===== config.mk =====
export PLATFORM = sky130hd
export DESIGN_NAME = gate_lane_scheduler
export DESIGN_NICKNAME = d
export VERILOG_FILES = /design/src/rtl/gate_lane_scheduler.sv
export SDC_FILE = /design/constraint.sdc
export NUM_CORES = 1
export LEC_CHECK = 0
export CORE_AREA = 4 4 61 52
export DETAILED_ROUTE_END_ITERATION = 16
export DIE_AREA = 0 0 65 56
export GPL_TIMING_DRIVEN = 0
export SETUP_SLACK_MARGIN = 0.5
export SLEW_MARGIN = 20
export SYNTH_ARGS = -nofsm -noshare
export SYNTH_HDL_FRONTEND = slang
export SYNTH_SLANG_ARGS = --single-unit

===== constraint.sdc =====
create_clock -name clock -period 3.8 [get_ports clock]
set_input_delay 0.38 -clock clock [delete_from_list [all_inputs] [get_ports clock]]
set_output_delay 0.38 -clock clock [all_outputs]
set_load 0.02 [all_outputs]

===== src/rtl/gate_lane_scheduler.sv =====
// Shared barrier-gate scheduler for the entry/exit lanes: round-robin lane grant,
// motor open/hold/close sequencing and lot occupancy tracking.
module gate_lane_scheduler #(
    parameter int unsigned CAPACITY     = 16,
    parameter int unsigned OPEN_CYCLES  = 8,
    parameter int unsigned HOLD_TIMEOUT = 64,
    parameter int unsigned CNT_W        = 5
) (
    input  logic             clock,
    input  logic             reset,
    input  logic             req_entrada,
    input  logic             req_salida,
    input  logic             sensor_paso,
    output logic             grant_entrada,
    output logic             grant_salida,
    output logic             motor_abrir,
    output logic             motor_cerrar,
    output logic             lleno,
    output logic [CNT_W-1:0] ocupacion,
    output logic             alarma_timeout
);

    localparam int unsigned TMR_MAX = (HOLD_TIMEOUT > OPEN_CYCLES) ? HOLD_TIMEOUT : OPEN_CYCLES;
    localparam int unsigned TMR_W   = $clog2(TMR_MAX) + 1;

    localparam logic [TMR_W-1:0] OPEN_LAST = TMR_W'(OPEN_CYCLES - 1);
    localparam logic [TMR_W-1:0] HOLD_LAST = TMR_W'(HOLD_TIMEOUT - 1);
    localparam logic [CNT_W-1:0] CAP_VAL   = CNT_W'(CAPACITY);

    typedef enum logic [1:0] {
        StIdle,
        StOpening,
        StOpenWait,
        StClosing
    } state_e;

    state_e             state_q, state_d;
    logic               ptr_q, ptr_d;         // 0 = entrada next on a tie, 1 = salida
    logic [TMR_W-1:0]   timer_q, timer_d;
    logic               sensor_q, sensor_d;
    logic               grant_ent_q, grant_ent_d;
    logic               grant_sal_q, grant_sal_d;
    logic               abrir_q, abrir_d;
    logic               cerrar_q, cerrar_d;
    logic [CNT_W-1:0]   ocupacion_q, ocupacion_d;
    logic               alarma_q, alarma_d;

    logic valid_ent;
    logic valid_sal;
    logic pick_sal;
    logic pass_edge;

    assign lleno     = (ocupacion_q == CAP_VAL);
    assign valid_ent = req_entrada && !lleno;
    assign valid_sal = req_salida;
    assign pass_edge = sensor_paso && !sensor_q;

    always_comb begin
        state_d     = state_q;
        ptr_d       = ptr_q;
        timer_d     = timer_q + TMR_W'(1);
        sensor_d    = sensor_paso;
        grant_ent_d = grant_ent_q;
        grant_sal_d = grant_sal_q;
        ocupacion_d = ocupacion_q;
        alarma_d    = 1'b0;
        pick_sal    = 1'b0;

        unique case (state_q)
            StIdle: begin
                timer_d = '0;
                if (valid_ent || valid_sal) begin
                    if (valid_ent && valid_sal) begin
                        pick_sal = ptr_q;
                        ptr_d    = !ptr_q;
                    end else begin
                        pick_sal = valid_sal;
                    end
                    grant_ent_d = !pick_sal;
                    grant_sal_d = pick_sal;
                    state_d     = StOpening;
                end
            end
            StOpening: begin
                if (timer_q == OPEN_LAST) begin
                    state_d = StOpenWait;
                    timer_d = '0;
                end
            end
            StOpenWait: begin
                // A pass on the final hold cycle wins over the timeout.
                if (pass_edge) begin
                    if (grant_ent_q && (ocupacion_q < CAP_VAL)) begin
                        ocupacion_d = ocupacion_q + CNT_W'(1);
                    end else if (grant_sal_q && (ocupacion_q != '0)) begin
                        ocupacion_d = ocupacion_q - CNT_W'(1);
                    end
                    state_d = StClosing;
                    timer_d = '0;
                end else if (timer_q == HOLD_LAST) begin
                    alarma_d = 1'b1;
                    state_d  = StClosing;
                    timer_d  = '0;
                end
            end
            StClosing: begin
                if (timer_q == OPEN_LAST) begin
                    state_d     = StIdle;
                    timer_d     = '0;
                    grant_ent_d = 1'b0;
                    grant_sal_d = 1'b0;
                end
            end
            default: begin
                state_d     = StIdle;
                timer_d     = '0;
                grant_ent_d = 1'b0;
                grant_sal_d = 1'b0;
            end
        endcase

        abrir_d  = (state_d == StOpening);
        cerrar_d = (state_d == StClosing);
    end

    always_ff @(posedge clock) begin
        if (reset) begin
            state_q     <= StIdle;
            ptr_q       <= 1'b0;
            timer_q     <= '0;
            sensor_q    <= 1'b0;
            grant_ent_q <= 1'b0;
            grant_sal_q <= 1'b0;
            abrir_q     <= 1'b0;
            cerrar_q    <= 1'b0;
            ocupacion_q <= '0;
            alarma_q    <= 1'b0;
        end else begin
            state_q     <= state_d;
            ptr_q       <= ptr_d;
            timer_q     <= timer_d;
            sensor_q    <= sensor_d;
            grant_ent_q <= grant_ent_d;
            grant_sal_q <= grant_sal_d;
            abrir_q     <= abrir_d;
            cerrar_q    <= cerrar_d;
            ocupacion_q <= ocupacion_d;
            alarma_q    <= alarma_d;
        end
    end

    assign grant_entrada  = grant_ent_q;
    assign grant_salida   = grant_sal_q;
    assign motor_abrir    = abrir_q;
    assign motor_cerrar   = cerrar_q;
    assign ocupacion      = ocupacion_q;
    assign alarma_timeout = alarma_q;

endmodule


After elaboration in Yosys (flattened, before gate mapping)

Index checks and enable logic that the tools add are counted.

$add $sub $neg: 3
$lt $le $gt $ge: 1
Equal/unequal tests: 10
Multiplexer cells: 21
Bitwise operators: 1
Reduce and logical (&&, ||, !) cells: 19

Operators by type and width:

| cell                | number |
|---|---|
| $mux 7              | 3 |
| $pmux 7 s3          | 1 |
| $mux 2              | 5 |
| $mux 5              | 2 |
| $reduce_and 3->1    | 3 |
| $pmux 2 s4          | 1 |
| $add 7x1->7 const B | 1 |
| $eq 7x3->1 const B  | 1 |
| $eq 7x6->1 const B  | 1 |
| $mux 1              | 7 |
| $eq 2x2->1 const B  | 3 |
| $add 5x1->5 const B | 1 |
| $eq 5x5->1 const B  | 1 |
| $logic_and 1x1->1   | 5 |
| $lt 5x5->1 const B  | 1 |
| $reduce_bool 5->1   | 1 |
| $sub 5x1->5 const B | 1 |
| $eq 2x1->1 const B  | 2 |
| $logic_not 1->1     | 4 |
| $ne 2x2->1 const B  | 2 |
| $pmux 1 s2          | 2 |
| $reduce_bool 2->1   | 2 |
| $reduce_or 3->1     | 1 |
| $logic_not 2->1     | 1 |
| 3 further kinds     | 3 |

Register bits after elaboration: 21
Logic and storage cells: 65

Longest topological paths before layout

Gate-level depths: netlist of the first run.

Depth after elaboration: 10
Gate-level depth with buffers: 6
Mapped depth without buffers: 6

Worst setup path after synthesis of the first run

No wires, ideal clock.

Path type: register to register
Start point: register ocupacion_q[4] (netlist: ocupacion[4])
End point: register ocupacion_q[3] (netlist: ocupacion[3])
Arrival time: 1.703 ns
Path slack: 1.981 ns
Cell stages (with the launch flop): 7
Path buffers: 0
Cell sequence: dfxtp_1 -> nand2b_1 -> ha_1 -> a21o_2 -> a21oi_1 -> xnor2_1 -> a31o_2

Word-level cells in the longest chain between the ends: 4
Elaborated cells between the ends (all ways): 7

RTL lines:

| what                                            | RTL line | text |
|---|---|---|
| start: declaration                              | 45       | `logic [CNT_W-1:0] ocupacion_q, ocupacion_d;` |
| start signal: assignment                        | 147      | `ocupacion_q <= ocupacion_d;` |
| $lt 5x5->1 or $reduce_bool 5->1 (tied branches) | 93, 95   |  |
| $logic_and 1x1->1, on equally long branches     | 93, 95   |  |
| $reduce_bool 2->1 (no source line)              | --       |  |
| $reduce_and 3->1 (no source line)               | --       |  |

Parallel ways exist; a longest one is shown, timed or not.
A chain may end at the register's enable or synchronous reset.

Worst setup path in the final report of the first run

Start point: register ocupacion_q[0] (netlist: ocupacion[0])
End point: output lleno

Word-level cells in the longest chain between the ends: 1

RTL lines:

| what             | RTL line | text |
|---|---|---|
| $eq 5x5->1       | 53       | `assign lleno = (ocupacion_q == CAP_VAL);` |
| end: declaration | 18       | `output logic lleno,` |

No other way between the ends.

==> impl_metrics.env, run 1 <==
export IMPL_holdCritPathClass="flip-flop to flip-flop"
export IMPL_cpMaxStageDelayCell="clkdlybuf4s50_1"
export IMPL_ctsResizeCount=0
export IMPL_avgSynthCellArea_um2=9.728
export IMPL_die_y_um=56
export IMPL_fp_coreArea_um2=2616
export IMPL_clkSinkCount=21
export IMPL_firstDrtPassIters=4
export IMPL_fin_tns_setup_ns=0
export IMPL_drtIter0Drc=32
export IMPL_netlist_instances=111
export IMPL_fin_crit_ns=2.308
export IMPL_synth_area_leader_cell="dfxtp_1"
export IMPL_critPathBufInv=1
export IMPL_grt_max_degree=13
export IMPL_maxCapViolations=0
export IMPL_synth_cell_type_count=40
export IMPL_synthToLayoutAreaGrowth_pct=20.86
export IMPL_stdcell_count=168
export IMPL_ios=16
export IMPL_outcome="finished clean"
export IMPL_routed_via_density=5.137
export IMPL_ys_ff_latch=21
export IMPL_cts_buffer_depth=2
export IMPL_clk_latency_ns=0.31
export IMPL_slew_headroom=0.6416
export IMPL_grt_pass1_wl_um=3732
export IMPL_ys_top_cells_by_area="dfxtp_1 39%, xnor2_1 5.7%, ha_1 4.6%"
export IMPL_ff2ff_setup_slack_ns=1.87
export IMPL_setup_viol_count_final=0
export IMPL_place_congestion=0.7405
export IMPL_seq_area_frac_synth=0.3893
export IMPL_start_kind="flip-flop"
export IMPL_grt_pass1_vias=819
export IMPL_final_nets=141
export IMPL_dr_total_vias=863
export IMPL_cts_root_buf="clkbuf_4"
export IMPL_grt_overflow=0
export IMPL_cpPeakStageDelay_ns=0.60
export IMPL_path_delay_family="buffers and inverters"
export IMPL_synthDominantCellAreaShare=0.3893
export IMPL_rr_endpoint="ocupacion[4]"
export IMPL_fin_worst_skew_ns=0.009490
export IMPL_htreeDepth=1
export IMPL_hold_viol_final=0
export IMPL_rsz0062_at_grt="no"
export IMPL_die_w_um=65
export IMPL_crit_path_end="lleno"
export IMPL_place_hpwl_um=1584
export IMPL_n_antenna_cell=0
export IMPL_drtAntennaViolNets=0
export IMPL_peakVddDrop_uv=262.4
export IMPL_top_register="timer_q"
export IMPL_nFillCells=280
export IMPL_fmax_ghz=0.4334
export IMPL_syn_area_um2=1080
export IMPL_path_class="flip-flop to output pin"
export IMPL_cp_max_fo=6
export IMPL_worstSetupEndpointType="output pin"
export IMPL_cp_arrival_ns=1.93
export IMPL_crit_chain="nor4_4, and2_1, clkdlybuf4s50_1"
export IMPL_grt_total_usage=0.1291
export IMPL_die_area_um2=3640
export IMPL_drcViolationCount=0
export IMPL_startpoint="ocupacion[0]"
export IMPL_p_per_area_nw_per_um2=298.5
export IMPL_worst_pin_slew_ns=0.5375
export IMPL_cp_depth=3
export IMPL_r2r_cells=6
export IMPL_cp_data_required_time_ns=3.42
export IMPL_dp_cells=164
export IMPL_start_util=0.4127
export IMPL_total_leakage_power_nw=0.4640
export IMPL_r2r_start="ocupacion[4]"
export IMPL_postCtsSetupBuffers=0
export IMPL_layout_worst_path_cycle_share=0.6072
export IMPL_numCtsBuffers=3
export IMPL_yosysWarnings=0
export IMPL_cts_tree="built"
export IMPL_wl_per_cell_um=12.62
export IMPL_slew_viol_final=0
export IMPL_num_rows=17
export IMPL_largest_reg_flops=7
export IMPL_antenna_found_initial=0
export IMPL_clkTransAtPathRegs_ns=0.12
export IMPL_finalWirelength_um=2120
export IMPL_hold_buffers=0
export IMPL_io_buffers=15
export IMPL_synthesis_nets=121
export IMPL_holdCritStartpoint="timer_q[0]"
export IMPL_drive_above_1_share=0.1231
[worst min path at each step]
stage	endpoint	slack (ns)	depth (start not counted)
final	timer_q[0]	0.46	1
after global routing	timer_q[0]	0.48	1
after CTS	timer_q[0]	0.46	1
after detailed placement	timer_q[0]	0.44	1
after global placement	timer_q[0]	0.43	1
after floorplan	timer_q[0]	0.42	1
[where the power goes]
part	switching [mW]	internal (mW)	leakage (nW)	total [mW]
sequential	0.00578	0.226	0.171	0.232
clock	0.0699	0.0394	0.0177	0.109
combinational	0.0261	0.0219	0.275	0.0480
total	0.102	0.288	0.464	0.390
[layout by cell type, fill, tap and decap left out, types with 2 or more instances in the layout]
master	count
clkdlybuf4s50_1	15
nor3b_2	2
inv_1	6
xnor2_1	7
nor2_1	13
a211oi_1	2
ha_1	4
nor3_1	2
nand3_1	5
clkbuf_4	3
clkbuf_1	2
o21ai_0	4
nand2b_1	2
a21o_1	2
dfxtp_1	21
a21oi_1	9
xor2_1	2
nand2_1	4
[cells by family after synthesis]
logic type      share of synthesized area
simple gates                       0.2352
compound gates                     0.2005
flops                              0.3893
xor+xnor                          0.07301
buf+inv                           0.02781
fa+ha+maj                         0.06489
mux                              0.009270
[routing by layer]
| metal | vias to the layer above | part of all wire | global-route usage |
|---|---|---|---|
| met5 | - | 0 | 0 |
| met4 | 0 | 0.0061 | 0.01807 |
| met3 | 2 | 0.077 | 0.05253 |
| met2 | 24 | 0.38 | 0.1851 |
| met1 | 403 | 0.54 | 0.1838 |
| li1 | 434 | - | - |
[final cells by class]
cell class	count	area, um2	share of cell area
inverters	6	22.52	0.01726
clock buffers	3	22.52	0.01726
well taps	38	47.55	0.03643
repair buffers	15	150.1	0.1151
flip-flops and latches	21	420.4	0.3221
multi-input cells	82	629.4	0.4823
clock inverters	1	5.005	0.003835
plain buffers	2	7.507	0.005753
[worst reg2reg max path: stages (launching register included)]
cell      delay (ns)
dfxtp_1         0.39
nand2b_1        0.30
fa_1            0.46
a21o_1          0.19
a21oi_1         0.22
nand3_1         0.10
nor3b_2         0.17
[through the flow]
stage	cell area [um2]	power [mW]	hold WS, ns	setup WS (ns)	util
floorplan	1080	0.2674	0.4179	1.981	-
CTS	1305	0.3916	0.4602	1.475	0.4988
global route	1305	0.4096	0.4811	1.403	0.4988
global placement	1277	0.2839	0.4302	1.841	0.4883
detailed placement	1277	0.2855	0.4436	1.840	0.4883
finish	1305	0.3896	0.4600	1.492	0.4988
[Yosys cell counts]
| library cell | n |
|---|---|
| a211oi_1 | 2 |
| a211oi_2 | 1 |
| a21o_1 | 2 |
| a21o_2 | 1 |
| a21oi_1 | 9 |
| a22o_1 | 1 |
| a31o_2 | 1 |
| a31oi_4 | 1 |
| and2_1 | 1 |
| clkbuf_1 | 2 |
| dfxtp_1 | 21 |
| fa_1 | 1 |
| ha_1 | 4 |
| inv_1 | 6 |
| mux2i_1 | 1 |
| nand2_1 | 4 |
| nand2b_1 | 2 |
| nand3_1 | 5 |
| nand3b_1 | 1 |
| nand4bb_1 | 1 |
| nor2_1 | 13 |
| nor2b_1 | 1 |
| nor3_1 | 2 |
| nor3_4 | 1 |
| nor3b_1 | 1 |
| nor3b_2 | 2 |
| nor4_1 | 1 |
| nor4_4 | 1 |
| nor4b_1 | 1 |
| o211ai_1 | 1 |
| o21ai_0 | 4 |
| o21bai_1 | 1 |
| o22a_2 | 1 |
| o311ai_1 | 1 |
| o41ai_4 | 1 |
| or2_2 | 1 |
| or3_4 | 1 |
| or3b_1 | 1 |
| xnor2_1 | 7 |
| xor2_1 | 2 |
Power figures use the tool's default switching activity.
==> inputs of run 2 (changes only) <==
clock period = 2.4 ns   (was 3.8 ns; I/O delays follow)
==> impl_metrics.env, run 2 (synthesis gave the netlist of run 1 again) <==
export IMPL_outcome="finished clean"
export IMPL_hold_buffers=0
export IMPL_cp_arrival_ns=1.58
export IMPL_clkSinkCount=21
export IMPL_die_w_um=65
export IMPL_routed_via_density=5.137
export IMPL_fp_coreArea_um2=2616
export IMPL_fmax_ghz=0.5493
export IMPL_layout_common_cells="19 x dfxtp_1, 14 x clkdlybuf4s50_1, 13 x nor2_1"
export IMPL_io_buffers=15
export IMPL_grt_overflow=0
export IMPL_rsz0062_at_grt="yes"
export IMPL_holdCritStartpoint="timer_q[0]"
export IMPL_slew_viol_final=0
export IMPL_num_rows=17
export IMPL_htreeDepth=1
export IMPL_total_leakage_power_nw=0.4710
export IMPL_worst_pin_slew_ns=0.5375
export IMPL_die_y_um=56
export IMPL_path_class="flip-flop to output pin"
export IMPL_finalWirelength_um=2119
export IMPL_cp_max_fo=6
export IMPL_setup_slack_ns=0.5796
export IMPL_peakVddDrop_uv=415.2
export IMPL_hold_viol_final=0
export IMPL_clkTransAtPathRegs_ns=0.12
export IMPL_firstDrtPassIters=4
export IMPL_r2r_start="ocupacion[4]"
export IMPL_grt_total_usage=0.1295
export IMPL_pre_cts_ws_ns=0.4915
export IMPL_holdCritPathClass="flip-flop to flip-flop"
export IMPL_fin_worst_skew_ns=0.009254
export IMPL_final_common_cell="dfxtp_1"
export IMPL_antenna_found_initial=0
export IMPL_worstSetupEndpointType="output pin"
export IMPL_ios=16
export IMPL_p_per_area_nw_per_um2=470.9
export IMPL_final_nets=141
export IMPL_top_register="timer_q"
export IMPL_clk_latency_ns=0.31
export IMPL_fin_area_um2=1314
export IMPL_maxCapViolations=0
export IMPL_grt_pass1_wl_um=3746
export IMPL_fin_crit_ns=1.820
export IMPL_grt_max_degree=13
export IMPL_cts_root_buf="clkbuf_4"
export IMPL_dr_total_vias=863
export IMPL_cts_buffer_depth=2
export IMPL_startpoint="ocupacion[0]"
export IMPL_place_congestion=0.7405
export IMPL_synthToLayoutAreaGrowth_pct=21.67
export IMPL_start_kind="flip-flop"
export IMPL_wl_per_cell_um=12.61
export IMPL_drtIter0Drc=31
export IMPL_cts_tree="built"
export IMPL_multi_input_area_um2=636.9
export IMPL_cp_data_required_time_ns=2.16
export IMPL_slew_headroom=0.6416
export IMPL_layout_worst_path_cycle_share=0.7585
export IMPL_drtAntennaViolNets=0
export IMPL_nFillCells=279
export IMPL_layout_area_seq_um2=422.9
export IMPL_place_hpwl_um=1584
export IMPL_n_antenna_cell=0
export IMPL_setup_viol_count_final=0
export IMPL_drive_above_1_share=0.1462
export IMPL_placed_area_um2=1277
export IMPL_numCtsBuffers=3
export IMPL_drcViolationCount=0
export IMPL_grt_pass1_vias=821
export IMPL_fin_tns_setup_ns=0
export IMPL_largest_reg_flops=7
export IMPL_die_area_um2=3640
export IMPL_start_util=0.4127
## run 2: final cells by class
| class | count | share of cell area |
|---|---|---|
| clock buffer | 3 | 0.01714 |
| sequential | 21 | 0.3219 |
| timing repair buffer | 15 | 0.1133 |
| clock inverter | 1 | 0.003810 |
| inverter | 6 | 0.01714 |
| buffer | 2 | 0.005714 |
| tap | 38 | 0.03619 |
| multi-input combinational | 82 | 0.4848 |
## run 2: critical path, stage by stage, from the launching register on
cell	delay, ns
dfxtp_2	0.41
nor4_4	0.36
and2_1	0.17
dlygate4sd2_1	0.33
## run 2: worst paths after layout
kind                  end  slack (ns)  cells after the start
max                 lleno        0.58                      3
min reg2reg    timer_q[0]        0.46                      1
max reg2reg  ocupacion[4]        0.61                      6
min            timer_q[0]        0.46                      1
## run 2: what timing repair did
item,CTS,global route
endpoints found under the hold margin,0,0
buffers inserted,0,0
resized for setup,3,2
cloned,0,0
endpoints found under the setup margin,2,2
## run 2: through the flow
step / std cells / power (mW) / util / hold WS (ns)
6_report: 168 / 0.6186 / 0.5022 / 0.4600
5_1_grt: 168 / 0.6509 / 0.5022 / 0.4811
4_1_cts: 168 / 0.6207 / 0.4998 / 0.4602
3_5_place_dp: 164 / 0.4521 / 0.4883 / 0.4436
3_3_place_gp: 164 / 0.4494 / 0.4883 / 0.4302
2_1_floorplan: 111 / 0.4234 / - / 0.3116
## run 2: where the power goes
part           total, mW  switching (mW)  internal [mW]
clock network      0.173           0.111         0.0623
logic             0.0772          0.0414         0.0358
registers          0.369          0.0101          0.359
total              0.619           0.162          0.457
## run 2: per-layer routing
layer	track usage	part of all wire	routed length [um]
met5	0	0	0
met2	0.1851	0.38	804
met1	0.1850	0.54	1136
met4	0.01807	0.0061	13
met3	0.05253	0.077	164
